===== src/rtl/uart_pkg.sv =====
`default_nettype none
// ============================================================================
// uart_pkg : shared 8N1 UART constants, receiver state encoding, baud helper
// Revision : 1.0
// ============================================================================
package uart_pkg;

  localparam int DATA_BITS = 8;
  localparam int STOP_BITS = 1;
  localparam int TIMER_W   = 16;
  localparam int INDEX_W   = 3;

  typedef enum logic [2:0] {
    ST_IDLE      = 3'd0,
    ST_START     = 3'd1,
    ST_DATA      = 3'd2,
    ST_STOP      = 3'd3,
    ST_WAIT_HIGH = 3'd4
  } uart_rx_state_t;

  // Integer-truncated; callers need a result of at least 8.
  function automatic int clks_per_bit(input int clk_freq, input int baud);
    return clk_freq / baud;
  endfunction

endpackage
`default_nettype wire


===== src/rtl/rx_sync.sv =====
`default_nettype none
// ============================================================================
// rx_sync : two-flop synchronizer for the asynchronous serial line
// Revision : 1.0
// ============================================================================
module rx_sync (
  input  logic clk,
  input  logic reset,
  input  logic d,
  output logic q
);

  logic r_meta;
  logic r_q;

  // Resets to 1 so an idle line never looks like a start bit.
  always_ff @(posedge clk) begin
    if (reset) begin
      r_meta <= 1'b1;
      r_q    <= 1'b1;
    end else begin
      r_meta <= d;
      r_q    <= r_meta;
    end
  end

  assign q = r_q;

endmodule
`default_nettype wire


===== src/rtl/receiving_rx.sv =====
`default_nettype none
// ============================================================================
// receiving_rx : 8N1 UART receiver with held-byte handshake, frame/overrun flags
// Revision : 1.0
// ============================================================================
module receiving_rx
  import uart_pkg::*;
#(
  parameter int CLK_FREQ = 100_000_000,
  parameter int BAUD     = 9600
) (
  input  logic       clk,
  input  logic       reset,
  input  logic       rx,
  input  logic       rx_ack,
  output logic [7:0] rx_data,
  output logic       rx_valid,
  output logic       frame_err,
  output logic       overrun,
  output logic       busy
);

  localparam int CLKS_PER_BIT = clks_per_bit(CLK_FREQ, BAUD);
  localparam logic [TIMER_W-1:0] c_BIT_LAST  = TIMER_W'(CLKS_PER_BIT - 1);
  localparam logic [TIMER_W-1:0] c_HALF_LAST = TIMER_W'(CLKS_PER_BIT / 2 - 1);
  localparam logic [INDEX_W-1:0] c_IDX_LAST  = INDEX_W'(DATA_BITS - 1);

  logic                 w_rxs;
  uart_rx_state_t       r_state;
  logic [TIMER_W-1:0]   r_timer;
  logic [INDEX_W-1:0]   r_index;
  logic [DATA_BITS-1:0] r_shift;
  logic [7:0]           r_data;
  logic                 r_valid;
  logic                 r_frame_err;
  logic                 r_overrun;

  rx_sync u_sync (
    .clk   (clk),
    .reset (reset),
    .d     (rx),
    .q     (w_rxs)
  );

  always_ff @(posedge clk) begin
    if (reset) begin
      r_state     <= ST_IDLE;
      r_timer     <= '0;
      r_index     <= '0;
      r_shift     <= '0;
      r_data      <= 8'h00;
      r_valid     <= 1'b0;
      r_frame_err <= 1'b0;
      r_overrun   <= 1'b0;
    end else begin
      r_frame_err <= 1'b0;
      r_overrun   <= 1'b0;
      // A byte completing in this same cycle overrides the clear below.
      if (rx_ack && r_valid) r_valid <= 1'b0;

      case (r_state)
        ST_IDLE: begin
          if (!w_rxs) begin
            r_state <= ST_START;
            r_timer <= '0;
          end
        end
        ST_START: begin
          if (r_timer == c_HALF_LAST) begin
            r_timer <= '0;
            if (!w_rxs) begin
              r_state <= ST_DATA;
              r_index <= '0;
            end else begin
              r_state <= ST_IDLE;
            end
          end else begin
            r_timer <= r_timer + 1'b1;
          end
        end
        ST_DATA: begin
          if (r_timer == c_BIT_LAST) begin
            r_timer          <= '0;
            r_shift[r_index] <= w_rxs;
            if (r_index == c_IDX_LAST) r_state <= ST_STOP;
            else                       r_index <= r_index + 1'b1;
          end else begin
            r_timer <= r_timer + 1'b1;
          end
        end
        ST_STOP: begin
          if (r_timer == c_BIT_LAST) begin
            r_timer <= '0;
            if (w_rxs) begin
              r_data    <= r_shift;
              r_valid   <= 1'b1;
              r_overrun <= r_valid && !rx_ack;
              r_state   <= ST_IDLE;
            end else begin
              r_frame_err <= 1'b1;
              r_state     <= ST_WAIT_HIGH;
            end
          end else begin
            r_timer <= r_timer + 1'b1;
          end
        end
        ST_WAIT_HIGH: begin
          if (w_rxs) r_state <= ST_IDLE;
        end
        default: r_state <= ST_IDLE;
      endcase
    end
  end

  assign rx_data   = r_data;
  assign rx_valid  = r_valid;
  assign frame_err = r_frame_err;
  assign overrun   = r_overrun;
  assign busy      = (r_state != ST_IDLE);

endmodule
`default_nettype wire


===== config.mk =====
export PLATFORM = sky130hd
export DESIGN_NAME = receiving_rx
export DESIGN_NICKNAME = d
export VERILOG_FILES = /design/src/rtl/uart_pkg.sv /design/src/rtl/rx_sync.sv /design/src/rtl/receiving_rx.sv
export SDC_FILE = /design/constraint.sdc
export NUM_CORES = 1
export LEC_CHECK = 0
export ABC_AREA = 1
export CAP_MARGIN = 20
export CORE_ASPECT_RATIO = 1.25
export CORE_MARGIN = 4
export CORE_UTILIZATION = 39
export DETAILED_ROUTE_END_ITERATION = 12
export PLACE_DENSITY = 0.56
export SLEW_MARGIN = 20
export SYNTH_ARGS = -nofsm -noshare
export SYNTH_HDL_FRONTEND = slang
export SYNTH_HIERARCHICAL = 1
export SYNTH_SLANG_ARGS = --single-unit

===== constraint.sdc =====
create_clock -name clk -period 1.7 [get_ports clk]
set_input_delay 0.34 -clock clk [delete_from_list [all_inputs] [get_ports clk]]
set_output_delay 0.34 -clock clk [all_outputs]
set_load 0.05 [all_outputs]

==> results summary <==
The final number of hold-violating endpoints came out at 0. The flow ran to the end, and the final reports show no timing, DRC or antenna violations. The effective utilization at floorplan is 41.0%. The amount of wire on met2 after detailed routing is 2.40 mm. The insertion delay of the later-clocked pin in the worst-skew pair came out at 300 ps.

The post-synthesis area per instance came out at 6.86 sq um. The number of buffers created by CTS is 5. The mean number of vias per cell came out at about 4.8. The biggest cell delay along the critical path came out at 410 ps. The worst min-delay path class is reg -> reg. The combined buffer and inverter count along the critical path is 1. The first TritonRoute pass finished after 4 iterations. The worst max-slew margin expressed relative to the limit came out at 68.5%. For this run, the total global-route usage over all layers was measured as roughly 15%.

The layout cell share with drive strength beyond 1 came out at around a fifth. The number of input and output port buffers inserted is 15. After detailed routing, the number of remaining DRC violations is 0. The reported leakage power came out at around 1.2 nW. The filler cells instantiated in the layout total 613. The fraction of power spent switching nets came out at 31.7%. The number of antenna-violating nets in the routed design came out at 0. The I/O pin total is 16. The sequential element share of the synthesized area is 37.8%. Summed over all layers, the global routing overflow is 0. Timing would allow up to 0.652 GHz. The die footprint came out at 7140 sq um. The worst clock skew is 6.66 ps. The via count is 1990. In this run the number of H-tree levels came out at 2. The detailed placement HPWL came out at 3.67 mm. The final critical-path required period is between 1500 and 2000 ps. For this design the ratio of total power to cell area is 1060 nW/um^2. The worst-case IR drop observed on VDD is 0.467 mV.

The via count of the first global-routing pass is 1887. Synthesis handed over a netlist of 332 instances. The post-synthesis xor/xnor area fraction came out at 2.69%. Grouping stages by cell kind, the critical path spends the most delay in flip-flops. The global-route wire length before repair came out at between 8 and 9 mm. The share of the core filled with cells came out at between 40% and 50%. After synthesis, the netlist uses 24 different library cells. TritonCTS built the clock tree. The data required time of the critical path came out at approximately 1400 ps. The net count of the finished layout is between 300 and 400. The area of the core came out at 5560 sq um. By startpoint and endpoint, the worst setup path is classified as reg -> out.

The hold-critical path depth is 2. The overall power of the completed layout is between 2 and 3 mW. The met3 wire length came out at 85 microns. The share of total power dissipated in combinational logic is 26.0%. The path depth of the worst reg2reg path is 8. The growth of design area from synthesis to finish is 15.0%. The number of antenna repair diodes is 0. The worst slack on hold paths is a little over 400 ps. After routing, the total negative slack on setup checks comes to 0 ps. The placer congestion estimate is 0.807. The share of the clock period used by the worst path is 90.3%.

Walking the worst path, the cells encountered are nor2_2 -> nand2_1 -> buf_12. The actual slew at the worst max-slew pin is between 400 and 500 ps. The sequential group share of total power came out at 40.1%. After detailed placement, the design holds a cell count of 409. The simple-gate portion of the synthesized area came out at 42.6%.

The startpoint identified for the worst hold timing path is u_sync/r_meta$_SDFF_PP1_. The met1 layer wirelength in the final routing is 2.26 mm. In this run the horizontal extent of the chip is 76.4 microns. The mux contribution to synthesized area came out at 0%. The number of endpoints failing setup at the final stage is 0.

The number of warnings printed during yosys synthesis is 6. The reported net switching power came out at around 0.88 mW. The peak fanout along the critical path is 5. The endpoint arrival time on the critical path is roughly 1200 ps.

Among all stages on the critical path, the largest delay is contributed by sky130_fd_sc_hd__dfxtp_1. The initial antenna violation count is 0. The relative contribution of the clock network to total power came out at 33.9%. After synthesis, the largest family of logic cells by area is simple AND/OR/NAND/NOR gates. The number of cells in the finished layout apart from fillers came out at 417. Internal power comes to 1.89 mW. The worst register-to-register path begins at r_timer[1]$_SDFFE_PP0P_. Across all register-to-register paths, the minimum setup slack is 180 ps. The placement-stage worst setup slack came out at between 100 and 150 ps. The total nets after synthesis came out at around 340. The final count of pins violating max slew came to 0.

The terminating pin of the worst hold path is u_sync/q$_SDFF_PP1_. The post-synthesis adder-cell area fraction is 1.65%. Clock-pin slew was measured on the worst setup and hold paths at 80 ps. CTS saw 43 sinks. The worst setup path is captured at an output pin. The number of max-cap violations came out at 0. The post-synthesis instance area came out at 2280 sq um.

The worst flop-to-flop path endpoint is r_timer[15]$_SDFFE_PP0P_. The initial detailed-routing violation count came out at 64. The post-synthesis register bit count is 43. The mean routed wirelength per cell is 11.6 microns.

The total number of placement rows is 30. Summing all non-filler instances in the final layout gives an area of 2620 sq um. The buffer type at the clock tree root is sky130_fd_sc_hd__clkbuf_8. The clock passes through at most 2 buffers. After detailed routing, no signal wire sits above met4.

The area after detailed placement came out at 2470 sq um. STA classifies the critical path startpoint as a register. The worst path setup slack after routing came out at 165 ps.

Entering global routing, the biggest net connects 20 pins. The floorplan die height is 93.5 microns. The post-synthesis compound-gate area fraction came out at 7.52%. After detailed routing, the total wire length is around 4.8 mm.

The critical path runs through a total of 3 cells.
[metal layers]
layer  up-vias  GRT usage (%)
li1       1090              -
met1       879           17.2
met2        13           26.4
met3         8           2.99
met4         0           4.68
met5         -              0
[cells in the final DEF, fill, tap and decap left out, drive strengths merged]
master,synthesis,final
inv,35,35
nor3,3,3
clkdlybuf4s50,0,3
bufinv,0,2
ha,3,3
buf,3,15
o21ai,10,10
clkbuf,1,6
nand2,94,94
o21bai,2,2
nand3,29,29
dfxtp,43,43
xnor2,1,1
nor2,78,78
nand4,4,4
a21oi,19,19
xor2,6,6
[cell type report]
type | count | area, sq um | area share, %
clock inverter | 2 | 60.1 | 2.29
tap | 64 | 80.1 | 3.05
sequential | 43 | 863 | 32.9
inverter | 35 | 131 | 5.01
multi-input combinational | 249 | 1260 | 48.0
timing repair buffer | 18 | 155 | 5.92
clock buffer | 6 | 72.6 | 2.77
[Yosys cell counts]
master                          count  area, sq um
sky130_fd_sc_hd__nor3_1             3         15.0
sky130_fd_sc_hd__nor2_4             5         56.3
sky130_fd_sc_hd__clkbuf_1           1         3.75
sky130_fd_sc_hd__xnor2_1            1         8.76
sky130_fd_sc_hd__o21ai_1           10         50.1
sky130_fd_sc_hd__dlygate4sd1_1      1         8.76
sky130_fd_sc_hd__nand3_1           24          120
sky130_fd_sc_hd__nor2_2            13         81.3
sky130_fd_sc_hd__nand2_4            3         33.8
sky130_fd_sc_hd__nand4_2            1         12.5
sky130_fd_sc_hd__xor2_1             6         52.6
sky130_fd_sc_hd__nand2_2            6         37.5
sky130_fd_sc_hd__nand2_1           85          319
sky130_fd_sc_hd__ha_1               3         37.5
sky130_fd_sc_hd__dfxtp_1           43          861
sky130_fd_sc_hd__nand3_2            5         50.1
sky130_fd_sc_hd__a21oi_4            1         16.3
sky130_fd_sc_hd__o21bai_1           2         15.0
sky130_fd_sc_hd__nor2_1            60          225
sky130_fd_sc_hd__inv_2              7         26.3
sky130_fd_sc_hd__nand4_1            3         18.8
sky130_fd_sc_hd__buf_6              3         33.8
sky130_fd_sc_hd__a21oi_1           18         90.1
sky130_fd_sc_hd__inv_1             28          105
[worst min-delay path, delay by kind of cell, from the launching register on]
kind / cells / cell delay [ps]
and+or+nand+nor: 1 / 40
DFF: 1 / 310
buffers and inverters: 1 / 30
[power by group through the flow]
stage / logic, mW / clock network, mW / registers [mW]
floorplan: 0.522 / 0 / 1.12
global placement: 0.722 / 0 / 1.13
detailed placement: 0.724 / 0 / 1.13
CTS: 0.727 / 0.981 / 1.11
global route: 0.817 / 1.01 / 1.12
finish: 0.720 / 0.941 / 1.11
[repair_timing]
item                                    CTS  global route
buffers inserted                          0             0
endpoints found under the setup margin    0            31
resized for setup                         0             6
hold buffers                              0             0
[state kept, by name, summed over array words and instances, names as in the netlist]
register and count:
r_shift 8, r_index 3, overrun 1, rx_valid 1, u_sync/q 1, rx_data 8, r_state 3, r_timer 16
frame_err 1, u_sync/r_meta 1
[logic make-up after synthesis]
kind of cell | after synthesis
xor+xnor | 7
fa+ha+maj | 3
flops | 43
buf+inv | 40
compound gates | 31
simple gates | 208
[how the worst max path moves through the flow]
stage	endpoint	startpoint
2_1_floorplan	r_shift[5]$_SDFFE_PP0P_	r_timer[0]$_SDFFE_PP0P_
3_3_place_gp	rx_data[6]$_SDFFE_PP0P_	r_timer[0]$_SDFFE_PP0P_
3_5_place_dp	rx_data[6]$_SDFFE_PP0P_	r_timer[0]$_SDFFE_PP0P_
4_1_cts	rx_data[6]$_SDFFE_PP0P_	r_timer[0]$_SDFFE_PP0P_
5_1_grt	r_timer[1]$_SDFFE_PP0P_	r_timer[1]$_SDFFE_PP0P_
6_report	busy	r_state[2]$_SDFFE_PP0P_
No activity file was read; power rests on OpenSTA's default activity.
